<file path="src/rtl/mult_arbiter.sv">
// Round-robin arbiter that shares one shift-add multiplier sequencer among NREQ requesters.
// Optional watchdog on the multiplier wait is enabled by defining MULT_ARB_TIMEOUT_EN.
module mult_arbiter #(
  parameter int n       = 4,
  parameter int NREQ    = 4,
  parameter int TIMEOUT = 64
) (
  input  logic              clock,
  input  logic              n_reset,
  input  logic [NREQ-1:0]   req,
  input  logic [NREQ*n-1:0] mcand_in,
  input  logic [NREQ*n-1:0] mplier_in,
  output logic [NREQ-1:0]   gnt,
  output logic [NREQ-1:0]   done,
  output logic [2*n-1:0]    product,
  output logic              err,
  output logic              mult_start,
  output logic [n-1:0]      mult_a,
  output logic [n-1:0]      mult_b,
  input  logic              mult_ready,
  input  logic [2*n-1:0]    mult_product
);

  localparam int IW = (NREQ > 1) ? $clog2(NREQ) : 1;

  if (NREQ < 2 || NREQ > 8 || TIMEOUT < 1) begin : g_bad_params
    $error("mult_arbiter: NREQ must be 2..8 and TIMEOUT positive");
  end

  typedef enum logic [1:0] {IDLE, LAUNCH, WAIT, RELEASE} state_t;

  state_t          state;
  logic [IW-1:0]   last_served;
  logic [IW-1:0]   cur;
  logic [IW-1:0]   win;
  logic            win_vld;
  logic [IW-1:0]   rr_idx;

`ifdef MULT_ARB_TIMEOUT_EN
  localparam int CW = $clog2(TIMEOUT + 1);
  logic [CW-1:0]   cnt;
`endif

  // Round-robin search starting just after the last served requester.
  always_comb begin
    win     = '0;
    win_vld = 1'b0;
    rr_idx  = '0;
    for (int unsigned k = 1; k <= NREQ; k++) begin
      rr_idx = IW'((32'(last_served) + k) % NREQ);
      if (!win_vld && req[rr_idx]) begin
        win     = rr_idx;
        win_vld = 1'b1;
      end
    end
  end

  always_ff @(posedge clock or negedge n_reset) begin
    if (!n_reset) begin
      state       <= IDLE;
      gnt         <= '0;
      done        <= '0;
      mult_start  <= 1'b0;
      product     <= '0;
      mult_a      <= '0;
      mult_b      <= '0;
      cur         <= '0;
      last_served <= IW'(NREQ - 1);
`ifdef MULT_ARB_TIMEOUT_EN
      err         <= 1'b0;
      cnt         <= '0;
`endif
    end else begin
      case (state)
        IDLE: begin
          if (win_vld) begin
            gnt    <= NREQ'(1) << win;
            cur    <= win;
            mult_a <= mcand_in[win*n +: n];
            mult_b <= mplier_in[win*n +: n];
            state  <= LAUNCH;
          end
        end
        LAUNCH: begin
          mult_start <= 1'b1;
          state      <= WAIT;
`ifdef MULT_ARB_TIMEOUT_EN
          cnt        <= '0;
`endif
        end
        WAIT: begin
          mult_start <= 1'b0;
          // While the start strobe is still high the sequencer has not left
          // its stopped state yet, so mult_ready is stale and ignored.
          if (!mult_start && mult_ready) begin
            product    <= mult_product;
            done       <= gnt;
            mult_start <= 1'b1;
            state      <= RELEASE;
          end
`ifdef MULT_ARB_TIMEOUT_EN
          else if (cnt == CW'(TIMEOUT - 1)) begin
            product    <= '0;
            err        <= 1'b1;
            done       <= gnt;
            mult_start <= 1'b1;
            state      <= RELEASE;
          end else begin
            cnt <= cnt + 1'b1;
          end
`endif
        end
        RELEASE: begin
          done        <= '0;
          mult_start  <= 1'b0;
          gnt         <= '0;
          last_served <= cur;
`ifdef MULT_ARB_TIMEOUT_EN
          err         <= 1'b0;
`endif
          state       <= IDLE;
        end
        default: state <= IDLE;
      endcase
    end
  end

`ifndef MULT_ARB_TIMEOUT_EN
  assign err = 1'b0;
`endif

endmodule

</file>
<file path="config.mk">
export PLATFORM = sky130hd
export DESIGN_NAME = mult_arbiter
export DESIGN_NICKNAME = d
export VERILOG_FILES = /design/src/rtl/mult_arbiter.sv
export SDC_FILE = /design/constraint.sdc
export NUM_CORES = 1
export LEC_CHECK = 0
export ABC_AREA = 0
export BUFFER_PORTS_ARGS = -buffer_cell sky130_fd_sc_hd__buf_2
export CORE_ASPECT_RATIO = 0.75
export CORE_MARGIN = 4
export CORE_UTILIZATION = 44
export CTS_BUF_LIST = sky130_fd_sc_hd__clkbuf_8
export DETAILED_ROUTE_END_ITERATION = 10
export PLACE_DENSITY = 0.87
export SLEW_MARGIN = 20
export SYNTH_ARGS = -nofsm -noshare
export SYNTH_HDL_FRONTEND = slang
export SYNTH_SLANG_ARGS = --single-unit
</file>
<file path="constraint.sdc">
create_clock -name clock -period 1.85 [get_ports clock]
set_input_delay 0.0925 -clock clock [delete_from_list [all_inputs] [get_ports clock]]
set_output_delay 0.0925 -clock clock [all_outputs]
set_load 0.01 [all_outputs]
</file>
==> results.sh <==
export IMPL_run_status="finished clean"
export IMPL_rr_endpoint="mult_a[1]"
export IMPL_io_pin_count=73
export IMPL_wirelength_um=4410
export IMPL_synthCells=160
export IMPL_crit_path_top_delay_cell="dfstp_2"
export IMPL_clk_latency_ns=0.28
export IMPL_synthesis_nets=211
export IMPL_place_congestion=0.766
export IMPL_antenna_diode_count=0
export IMPL_hold_end="product[3]"
export IMPL_relSlewSlack_pct=53.0
export IMPL_fillCellCount=329
export IMPL_drv_slew=0
export IMPL_grt_pass1_wl_um=6930
export IMPL_finalCritPeriodShare_pct=98.0
export IMPL_fmax_mhz=551
export IMPL_cts_sinks=31
export IMPL_p_total_mw=3.66
export IMPL_cp_num_buf_inv=2
export IMPL_num_rows=19
export IMPL_cpPeakStageDelay_ns=0.57
export IMPL_grt_max_degree=32
export IMPL_timing_hold_ws_ns=0.0462
export IMPL_power_density_nw_per_um2=1570
export IMPL_via_count=1556
export IMPL_dp_hpwl_um=3240
export IMPL_cts_reportedPaths_clkPinSlew_ns=0.06
export IMPL_pre_cts_ws_ns=0.00863
export IMPL_r2r_start="last_served[0]"
export IMPL_synth_cell_types=39
export IMPL_cp_required_ns=2.05
export IMPL_drv_cap=0
export IMPL_dp_cells=279
export IMPL_end_kind="register"
export IMPL_holdPathStages=2
export IMPL_netlist_area_sq_um=1730
export IMPL_cts_buffer_depth=2
export IMPL_area_growth_pct=34.6
export IMPL_nets=289
export IMPL_fin_cells=291
export IMPL_hold_violations=0
export IMPL_cts_inserted_buffers=5
export IMPL_irDropWorstVdd_uv=689
export IMPL_min_period_ns=1.81
export IMPL_syn_area_per_cell_sq_um=10.8
export IMPL_h_tree_depth=2
export IMPL_crit_type="register to register"
export IMPL_grt_total_usage_pct=17.8
export IMPL_antenna_found_initial=0
export IMPL_worstPathMaxFanout=6
export IMPL_cts_tree="done"
export IMPL_tightest_slew_ns=0.705
export IMPL_holdCritPathClass="input port to register"
export IMPL_fin_util_pct=62.4
export IMPL_ys_ff_latch=31
export IMPL_core_area_sq_um=3730
export IMPL_clock_skew_ns=0.00650
export IMPL_die_height_um=62.3
export IMPL_crit_chain="nor2b_4 > o21a_1 > nor3_4 > buf_4 > buf_12 > mux2_2 > o211ai_1"
export IMPL_port_buffers=71
export IMPL_rsz0062_at_grt="true"
export IMPL_viasPerCell=5.35
export IMPL_drtIter0Drc=76
export IMPL_yosysWarnings=0
export IMPL_min_from="mult_product[3]"
export IMPL_drive_gt1_share_pct=47.7
export IMPL_drc=0
export IMPL_cp_top_family="flip-flops"
export IMPL_dieArea_sq_um=5010
export IMPL_setup_slack_ns=0.0368
export IMPL_setup_viol_count_final=0
export IMPL_crit_arrival_ns=2.01
export IMPL_p_leak_nw=1.15
export IMPL_drt_first_pass_iters=4
export IMPL_die_w_um=80.4
export IMPL_cts_root_buffer="clkbuf_8"
export IMPL_overflow=0
export IMPL_ys_seq_area_share_pct=45.0
export IMPL_grt_pass1_vias=1490
export IMPL_initial_utilization_pct=46.4
export IMPL_wire_per_inst_um=15.1
export IMPL_startpoint_type="register"
export IMPL_reg2reg_depth=7
export IMPL_reg2reg_slack_ns=0.04
export IMPL_ant_nets=0
-- worst max path at each step --
stage	slack, ns	start	depth (start not counted)	end
2_1_floorplan	0.11	state[0]	8	mult_a[1]
3_3_place_gp	0.1	last_served[0]	5	mult_b[1]
3_5_place_dp	0.009	last_served[1]	6	mult_b[2]
4_1_cts	0.0001	last_served[1]	6	mult_b[2]
5_1_grt	-0.06	last_served[0]	7	gnt[3]
6_report	0.04	last_served[0]	7	mult_a[1]
-- placed cells by master, fill, tap and decap left out, types with 2 or more instances in the layout --
master and n:
buf_2 71, dfrtp_1 29, nand2_1 15, mux2_2 14
o21ai_0 9, buf_4 9, nor2_1 8, a22o_1 8
mux2i_1 8, nand4_1 6, clkbuf_8 6, and3_1 5
a21boi_0 5, o311ai_0 5, nand2b_1 4, ha_1 4
o211ai_1 3, inv_1 2, nor2b_1 2, a32o_1 2
dfstp_2 2
-- routing by layer --
layer | wire length, um | vias up | GRT usage [%]
met5 | 0 | - | 0
met2 | 1980 | 74 | 26.1
met1 | 1950 | 727 | 24.6
li1 | - | 749 | -
met4 | 78 | 0 | 8.44
met3 | 398 | 6 | 4.34
-- where the power goes --
| group | switching [mW] | internal [mW] |
|---|---|---|
| Sequential | 0.179 | 0.986 |
| Combinational | 0.937 | 0.875 |
| Clock | 0.247 | 0.435 |
-- timing repair --
action / 4_1_cts / 5_1_grt
buffers inserted: 0 / 2
hold buffers: 1 / 0
endpoints found under the setup margin: 0 / 7
gates resized for setup: 0 / 4
endpoints found under the hold margin: 29 / 0
-- through the flow --
stage                     instance area [sq um]  TNS, ns
after floorplan                            1730        0
after global placement                     2150        0
after detailed placement                   2150        0
after CTS                                  2270        0
after global routing                       2330   -0.121
final                                      2330        0
-- state kept, by name (all words and copies together) (netlist names) --
register     count
product          8
done             4
gnt              4
mult_a           4
mult_b           4
cur              2
last_served      2
state            2
mult_start       1
-- Yosys cell counts --
cell | instances | share of area (%)
a211oi_1 | 1 | 0.43
a21boi_0 | 5 | 2.2
a21oi_1 | 1 | 0.29
a22o_1 | 8 | 4.0
a22oi_1 | 1 | 0.43
a32o_1 | 2 | 1.2
and2_4 | 1 | 0.51
and3_1 | 5 | 1.8
buf_1 | 1 | 0.22
buf_2 | 2 | 0.58
buf_4 | 2 | 0.87
buf_6 | 3 | 2.0
clkbuf_1 | 4 | 0.87
conb_1 | 1 | 0.22
dfrtp_1 | 29 | 42
dfstp_2 | 2 | 3.0
ha_1 | 4 | 2.9
inv_1 | 2 | 0.43
mux2_2 | 14 | 9.1
mux2i_1 | 8 | 4.6
nand2_1 | 15 | 3.3
nand2b_1 | 4 | 1.4
nand3b_1 | 1 | 0.43
nand4_1 | 6 | 2.2
nor2_1 | 8 | 1.7
nor2b_1 | 2 | 0.72
nor2b_4 | 1 | 0.80
nor3_1 | 1 | 0.29
nor3_4 | 1 | 0.94
nor4_1 | 1 | 0.36
nor4_2 | 1 | 0.72
o211ai_1 | 3 | 1.3
o21a_1 | 1 | 0.43
o21ai_0 | 10 | 2.9
o22a_2 | 1 | 0.58
o311ai_0 | 5 | 2.5
o41ai_1 | 1 | 0.51
o41ai_2 | 1 | 0.94
or2_1 | 1 | 0.36
-- cell families after synthesis --
| logic type | count (synthesis) | share of synthesized area (%) |
|---|---|---|
| and+or+nand+nor | 48 | 15.5 |
| AOI/OAI and AO/OA | 40 | 17.7 |
| DFF | 31 | 45.0 |
| muxes | 22 | 13.7 |
| buffers and inverters | 14 | 4.92 |
| adders and majority gates | 4 | 2.89 |
| other | 1 | 0.217 |
-- worst reg2reg max path, stage by stage (launching register included) --
cell	delay [ns]
dfstp_2	0.57
nor2b_4	0.05
o21a_1	0.25
nor3_4	0.16
buf_4	0.18
buf_12	0.13
mux2_2	0.32
o211ai_1	0.09
-- final cells by class --
class | instances | area, sq um | area share [%]
timing repair buffer | 83 | 478 | 20.5
clock inverter | 2 | 35.0 | 1.50
tap | 52 | 65.1 | 2.79
inverter | 2 | 7.51 | 0.322
sequential | 31 | 778 | 33.4
clock buffer | 6 | 82.6 | 3.55
multi-input combinational | 115 | 882 | 37.9
No activity file was read; power rests on OpenSTA's default activity.
